`config.mk`:
```
export PLATFORM = sky130hd
export DESIGN_NAME = div_unit
export DESIGN_NICKNAME = d
export VERILOG_FILES = /design/src/rtl/div_pkg.sv /design/src/rtl/div_step.sv /design/src/rtl/div_unit.sv
export SDC_FILE = /design/constraint.sdc
export NUM_CORES = 1
export LEC_CHECK = 0
export CORE_MARGIN = 2
export CORE_UTILIZATION = 30
export DETAILED_ROUTE_END_ITERATION = 6
export SYNTH_ARGS = -nofsm -noshare
export SYNTH_HDL_FRONTEND = slang
export SYNTH_SLANG_ARGS = --single-unit
export TNS_END_PERCENT = 20
```
`constraint.sdc`:
```
create_clock -name clk -period 2.86 [get_ports clk]
set_input_delay 0.572 -clock clk [delete_from_list [all_inputs] [get_ports clk]]
set_output_delay 0.572 -clock clk [all_outputs]
set_load 0.005 [all_outputs]
```
`src/rtl/div_pkg.sv`:
```
// Shared definitions for the multicycle divider: state encoding and width constants.
package div_pkg;

    localparam int DIV_WIDTH = 32;
    localparam int DIV_CNT_W = $clog2(DIV_WIDTH) + 1;

    typedef enum logic [1:0] {
        DIV_IDLE = 2'd0,
        DIV_RUN  = 2'd1,
        DIV_FIX  = 2'd2,
        DIV_DONE = 2'd3
    } div_state_t;

endpackage

```
`src/rtl/div_step.sv`:
```
// One restoring-division iteration: shift rem:quot left, trial-subtract divisor, set quotient bit.
module div_step #(
    parameter int WIDTH = 32
) (
    input  logic [WIDTH-1:0] rem_in,
    input  logic [WIDTH-1:0] quot_in,
    input  logic [WIDTH-1:0] divisor,
    output logic [WIDTH-1:0] rem_out,
    output logic [WIDTH-1:0] quot_out
);

    logic [WIDTH:0] shifted;
    logic [WIDTH:0] diff;
    logic           fits;

    always_comb begin
        shifted = {rem_in, quot_in[WIDTH-1]};
        diff    = shifted - {1'b0, divisor};
        // shifted < 2*divisor, so the top bit of diff is a clean borrow flag
        fits     = ~diff[WIDTH];
        rem_out  = fits ? diff[WIDTH-1:0] : shifted[WIDTH-1:0];
        quot_out = {quot_in[WIDTH-2:0], fits};
    end

endmodule

```
`src/rtl/div_unit.sv`:
```
// Multicycle signed divider (quotient -> lo_out, remainder -> hi_out), WIDTH restoring steps.
// Optional DIV_UNSIGNED_EN adds the div_unsigned port for DIVU semantics.
module div_unit
    import div_pkg::*;
#(
    parameter int WIDTH = DIV_WIDTH
) (
    input  logic             clk,
    input  logic             reset,
    input  logic             div_start,
    input  logic [WIDTH-1:0] div_a,
    input  logic [WIDTH-1:0] div_b,
`ifdef DIV_UNSIGNED_EN
    input  logic             div_unsigned,
`endif
    output logic [WIDTH-1:0] lo_out,
    output logic [WIDTH-1:0] hi_out,
    output logic             busy,
    output logic             done,
    output logic             div_zero
);

    localparam int CNT_W = $clog2(WIDTH) + 1;

    div_state_t       state, state_nxt;
    logic [CNT_W-1:0] count;
    logic [WIDTH-1:0] rem, quot, divisor;
    logic [WIDTH-1:0] rem_step, quot_step;
    logic             neg_q, neg_r, zero_flag;
    logic             uns_sel, neg_a, neg_b;
    logic             last_step;

`ifdef DIV_UNSIGNED_EN
    assign uns_sel = div_unsigned;
`else
    assign uns_sel = 1'b0;
`endif

    assign neg_a     = ~uns_sel & div_a[WIDTH-1];
    assign neg_b     = ~uns_sel & div_b[WIDTH-1];
    assign last_step = (count == CNT_W'(WIDTH - 1));

    div_step #(.WIDTH(WIDTH)) u_step (
        .rem_in  (rem),
        .quot_in (quot),
        .divisor (divisor),
        .rem_out (rem_step),
        .quot_out(quot_step)
    );

    always_ff @(posedge clk) begin
        if (reset) state <= DIV_IDLE;
        else       state <= state_nxt;
    end

    always_comb begin
        state_nxt = state;
        case (state)
            DIV_IDLE: if (div_start) state_nxt = (div_b == '0) ? DIV_DONE : DIV_RUN;
            DIV_RUN:  if (last_step) state_nxt = DIV_FIX;
            DIV_FIX:  state_nxt = DIV_DONE;
            DIV_DONE: state_nxt = DIV_IDLE;
            default:  state_nxt = DIV_IDLE;
        endcase
    end

    always_ff @(posedge clk) begin
        if (reset) begin
            count     <= '0;
            rem       <= '0;
            quot      <= '0;
            divisor   <= '0;
            neg_q     <= 1'b0;
            neg_r     <= 1'b0;
            zero_flag <= 1'b0;
            lo_out    <= '0;
            hi_out    <= '0;
        end else begin
            case (state)
                DIV_IDLE: begin
                    if (div_start) begin
                        zero_flag <= (div_b == '0);
                        count     <= '0;
                        rem       <= '0;
                        quot      <= neg_a ? -div_a : div_a;
                        divisor   <= neg_b ? -div_b : div_b;
                        neg_q     <= neg_a ^ neg_b;
                        neg_r     <= neg_a;
                    end
                end
                DIV_RUN: begin
                    rem   <= rem_step;
                    quot  <= quot_step;
                    count <= count + 1'b1;
                end
                DIV_FIX: begin
                    // -2^(W-1) / -1 wraps back to -2^(W-1) through the negation
                    lo_out <= neg_q ? -quot : quot;
                    hi_out <= neg_r ? -rem : rem;
                end
                default: ;
            endcase
        end
    end

    always_comb begin
        busy     = (state != DIV_IDLE);
        done     = (state == DIV_DONE);
        div_zero = (state == DIV_DONE) & zero_flag;
    end

endmodule
```
Word level (Yosys, flattened, before mapping)
Cells that the tools add are included.
{"block": "classes", "addsub": 6, "muxes": 15, "eq_ne": 6, "bitwise": 3, "n_reduce_logical": 7}
{"op": "$mux 32", "count": 7}
{"op": "$neg 32->32", "count": 4}
{"op": "$pmux 32 s2", "count": 2}
{"op": "$sub 33x32->33", "count": 1}
{"op": "$logic_not 32->1", "count": 1}
{"op": "$pmux 6 s2", "count": 1}
{"op": "$pmux 2 s4", "count": 1}
{"op": "$add 6x1->6 const B", "count": 1}
{"op": "$eq 6x5->1 const B", "count": 1}
{"op": "$mux 2", "count": 3}
{"op": "$mux 6", "count": 1}
{"op": "$reduce_and 2->1", "count": 3}
{"op": "$eq 2x2->1 const B", "count": 2}
{"op": "$ne 2x2->1 const B", "count": 2}
{"op": "$reduce_bool 2->1", "count": 2}
{"op": "$eq 2x1->1 const B", "count": 1}
{"op": "$logic_not 2->1", "count": 1}
{"op": "$and 1x1->1", "count": 1}
{"op": "$not 1->1", "count": 1}
{"op": "$xor 1x1->1", "count": 1}
{"block": "totals", "in_bits": 67, "ff_bits": 171, "output_inout_bits": 67}

Longest topological paths before layout
{"block": "depth", "word_depth": 4, "mapped_depth": 12}

Hierarchy
From an unflattened synthesis, not the netlist that was laid out.
{"block": "unflattened", "cells_unflattened": 1480, "area_unflattened_um2": 11892.7}
{"module": "div_unit", "area_per_inst_um2": 9286.4, "seq_area_each_um2": 3423.3, "instances": 1, "cells_per_inst": 1142}
{"module": "div_step", "area_per_inst_um2": 2606.2, "seq_area_each_um2": 0.0, "instances": 1, "cells_per_inst": 338}

Worst setup path after synthesis
No wires, ideal clock.
{"block": "synth_timing", "path_type": "register to register", "from": "register rem[25]", "to": "register rem[21]", "setup_ns": 0.122, "arrival_ns": 2.796, "synth_period_minus_slack_ns": 2.918, "n_path_buf": 2, "slack_ns": -0.058, "required_time_ns": 2.738, "path_stages_with_launch": 12, "path_cell_list": "dfxtp_1 -> ha_1 -> clkbuf_1 -> nand2_1 -> o21ai_1 -> a211oi_1 -> o21ai_0 -> mux2_2 -> nor4_4 -> buf_2 -> nor2_1 -> a221o_1"}
{"block": "synth_via", "elab_chain_cells": 3}
{"element": "from (decl)", "line": "div_unit.sv:27", "text": "logic [WIDTH-1:0] rem, quot, divisor;"}
{"element": "from (signal assigned)", "line": "div_unit.sv:92", "text": "rem <= rem_step;"}
{"element": "$sub 33x32->33", "line": "div_step.sv:18", "text": "diff = shifted - {1'b0, divisor};"}
{"element": "$mux 32", "line": "div_step.sv:21", "text": "rem_out = fits ? diff[WIDTH-1:0] : shifted[WIDTH-1:0];"}
{"element": "$pmux 32 s2", "line": "div_unit.sv:79", "text": "case (state)"}
Every way passes these cells.
A chain may end at the register's enable or synchronous reset.

Final worst setup path
{"block": "layout_timing", "from": "input port div_b[10]", "to": "register divisor[27]"}
{"block": "layout_via", "elab_chain_cells": 2}
{"element": "from (decl)", "line": "div_unit.sv:12", "text": "input logic [WIDTH-1:0] div_b,"}
{"element": "$neg 32->32", "line": "div_unit.sv:86", "text": "divisor <= neg_b ? -div_b : div_b;"}
{"element": "$mux 32", "line": "div_unit.sv:86"}
{"element": "to (signal assigned)", "line": "div_unit.sv:86"}
{"element": "to (decl)", "line": "div_unit.sv:27"}
Every way passes these cells.

==> summary.txt <==
RSZ-0062 raised after global routing = yes
fin. max-slew vios = 0
Seq/Total Area, Yosys = 0.3108
Hold Violations, Final = 0
proportion of synthesized area in mux cells = 0.03283
GPL Wtd Cong = 0.8952
I/O pin cnt = 134
post-synthesis cell type count = 64
total CTS buffers = 17
vias in the first global route = 10,090
FF+latch count, synth = 171
largest net degree at the start of global routing = 70
Synth async-reset ratio = 0
Layout Skew = 9.516 ps
Max Cap Viol = 0
die height = 195.6 um
met2 global-route usage = 0.2687
CTS clk-pin slew, worst paths = 70 ps
Initial Util = 0.3031
crit-path max cell delay = 550 ps
Final ANT Viol Nets = 0
crit-path cells = clkdlybuf4s50_1, or4_4, or4_4, or3_4, inv_1, nand2_1, o41ai_2, xor2_1, a211oi_1
Clock Tree Buf Depth = 2
Synth Instances = 1,403
synthesized area per cell = 7.851 um^2
GRT busiest layer = met2
Cell Int Power = 6.642 mW
top cell type's share of synthesized area = 0.3108
maximum clock rate = 360.7 MHz
CTS tree = built
total power = 11.06 mW
routed wire length per instance = 15.57 um
clk sinks = 171
gr ovfl total = 0
Seq pwr share = 0.302
# setup viols final = 0
WP data arrival = 3120 ps
synthesized cell area = 0.01102 mm^2
Hold WC Path Type = reg -> reg
Ant. Diodes = 0
area delta synth->final = 34.54%
Worst Tran Pin Value = 743.0 ps
worst-path maximum fanout = 3
dpl hpwl = 25,450 um
Top delay family on crit path = simple AND/OR/NAND/NOR gates
synth top area cells = dfxtp_1 (31%), xor2_1 (8.8%), a211oi_1 (7.0%)
Core Region = 0.03635 mm^2
Yosys top cell by area = dfxtp_1
Final Cycle Share = 0.9694
Simple-Gate Fraction of Synth Area = 0.1951
CP max stage cell = or4_4
part of the power in the clock network = 0.222
largest family of logic cells by synthesized area = compound AO/OA/AOI/OAI gates
ratio of cells with drive above 1 in the final layout = 0.1700
placed cell area = 0.01389 mm^2
Switching Share = 0.3995
DRC violations left = 0
GRT Util Overall = 0.1715
crit path time final = 2772 ps
leak pwr = 5.713 nW
post-route cell area = 0.01482 mm^2
first-pass GRT wire length = 53,180 um
via count = 10,670
CTS Hold Bufs = 0
post-DR vias/cell = 5.030
CP startpoint kind = input port
Final Net Count = 1,749
Reg2Reg Setup Slack = 110 ps
number of port buffers = 133
Fillers = 3,616
commonest non-fill, non-tap cell in the layout = nand2_1
Post-Synth XOR/XNOR Area = 0.1153
P per Cell Area = 746.4 mW/mm^2
Initial DRT Pass Iterations = 5
Post-synth EDFFs = 0
antenna violations before repair = 0
CP Capture Type = register
register area = 0.003432 mm^2
Die ar. = 0.03827 mm^2
multi-input combinational cell area = 0.007258 mm^2
met3 Use GR = 0.02712
slew margin rel. = 0.5047
worst path buffer plus inverter count = 2
commonest non-fill, non-tap cells in the layout = nand2_1 (179), buf_4 (166), dfxtp_1 (164)
WS Path Type = in -> reg
worst vdd ir = 363.3 uV
Synth Area in Compound Gates = 0.2469
status = finished, final reports clean
top_reg_cell synth = dfxtp_1
CTS H-tree lvls = 4
Row Count = 70
CP most frequent cell = or4_4
CP Data Required Time = 3210 ps
syn_nets = 1,512
grt met1 use = 0.2457
routed wire length = 33,030 um
Clock Latency Late Sink = 440 ps
Logic pwr share = 0.476
Psw = 4.420 mW
synth warn = 0
Chip Width = 195.6 um
Synth Area in Adders = 0.04839
Initial DRC Count = 811
CTS root buffer = clkbuf_16
## worst paths after layout
kind | cells past startpoint | start | to
worst max register to register | 13 | quot[31]$_SDFFE_PP0P_ | rem[27]$_SDFFE_PP0P_
worst max-delay path | 9 | div_b[10] | divisor[27]$_SDFFE_PP0P_
worst min-delay path | 2 | zero_flag$_SDFFE_PP0P_ | zero_flag$_SDFFE_PP0P_
worst min register to register | 2 | zero_flag$_SDFFE_PP0P_ | zero_flag$_SDFFE_PP0P_
## routing by layer
metal | up-vias | routed length (um)
met5 | - | 0
met4 | 0 | 418
met3 | 25 | 1389
met2 | 191 | 14390
met1 | 4933 | 16830
li1 | 5520 | -
## flip-flops by register name, indices dropped and copies added, names as in the netlist
signal	count
quot	32
count	6
state	2
zero_flag	1
rem	32
divisor	32
lo_out	32
neg_r	1
neg_q	1
hi_out	32
## cell usage after synthesis (11+ instances only)
cell type  count
a211oi_1     103
a21oi_1       61
buf_1         11
clkbuf_1      73
dfxtp_1      171
ha_1          41
inv_1         58
mux2i_1       35
nand2_1      179
nand3_1       23
nor2_1       143
nor3_1        14
o21ai_0      101
o31ai_1       35
o41ai_1       21
or3_1         12
or4_1         17
xnor2_1       34
xor2_1       111
## metrics by stage
stage	hold WS (ps)	utilization	cells	setup TNS, ps	setup slack [ps]
after detailed placement	451.3	0.3821	2081	-15030	-460.9
after global routing	486.7	0.4077	2121	-105.5	-52.99
final	460.9	0.4077	2121	0	87.57
after floorplan	427.3	-	1403	0	22.71
after global placement	446.2	0.3821	2081	-10750	-465.8
after CTS	468.9	0.4002	2116	0	1.519
## power groups by stage
stage	sequential [mW]	clock (mW)	combinational, mW
2_1_floorplan	3.32	0	3.17
6_report	3.34	2.45	5.26
4_1_cts	3.34	2.52	5.15
3_5_place_dp	3.40	0	5.11
5_1_grt	3.42	2.62	5.84
3_3_place_gp	3.37	0	5.06
## worst min-delay path, stage by stage, from the launching register on
cell,delay [ps]
dfxtp_1,310
nand2_1,50
a21oi_1,50
## kinds of logic (layout without fill, tap and decap cells)
group,count (synthesis),in the layout
muxes,36,36
adders and majority gates,42,42
AOI/OAI and AO/OA,402,402
xor gates and xnor gates,145,145
and+or+nand+nor,461,461
DFF,171,171
buffers and inverters,146,396
## area by class of cell
type / instances / share of cell area
Multi-Input combinational cell: 1086 / 0.4897
Tap cell: 468 / 0.03951
Timing Repair Buffer: 306 / 0.1829
Inverter: 58 / 0.01469
Clock inverter: 14 / 0.01190
Clock buffer: 18 / 0.02963
Sequential cell: 171 / 0.2316
## what timing repair did
item	4_1_cts	5_1_grt
cloned	0	2
buffers inserted	3	3
pin swaps	4	13
gates resized for setup	6	50
setup endpoints to repair	33	44
(Power assumes the default switching activity.)
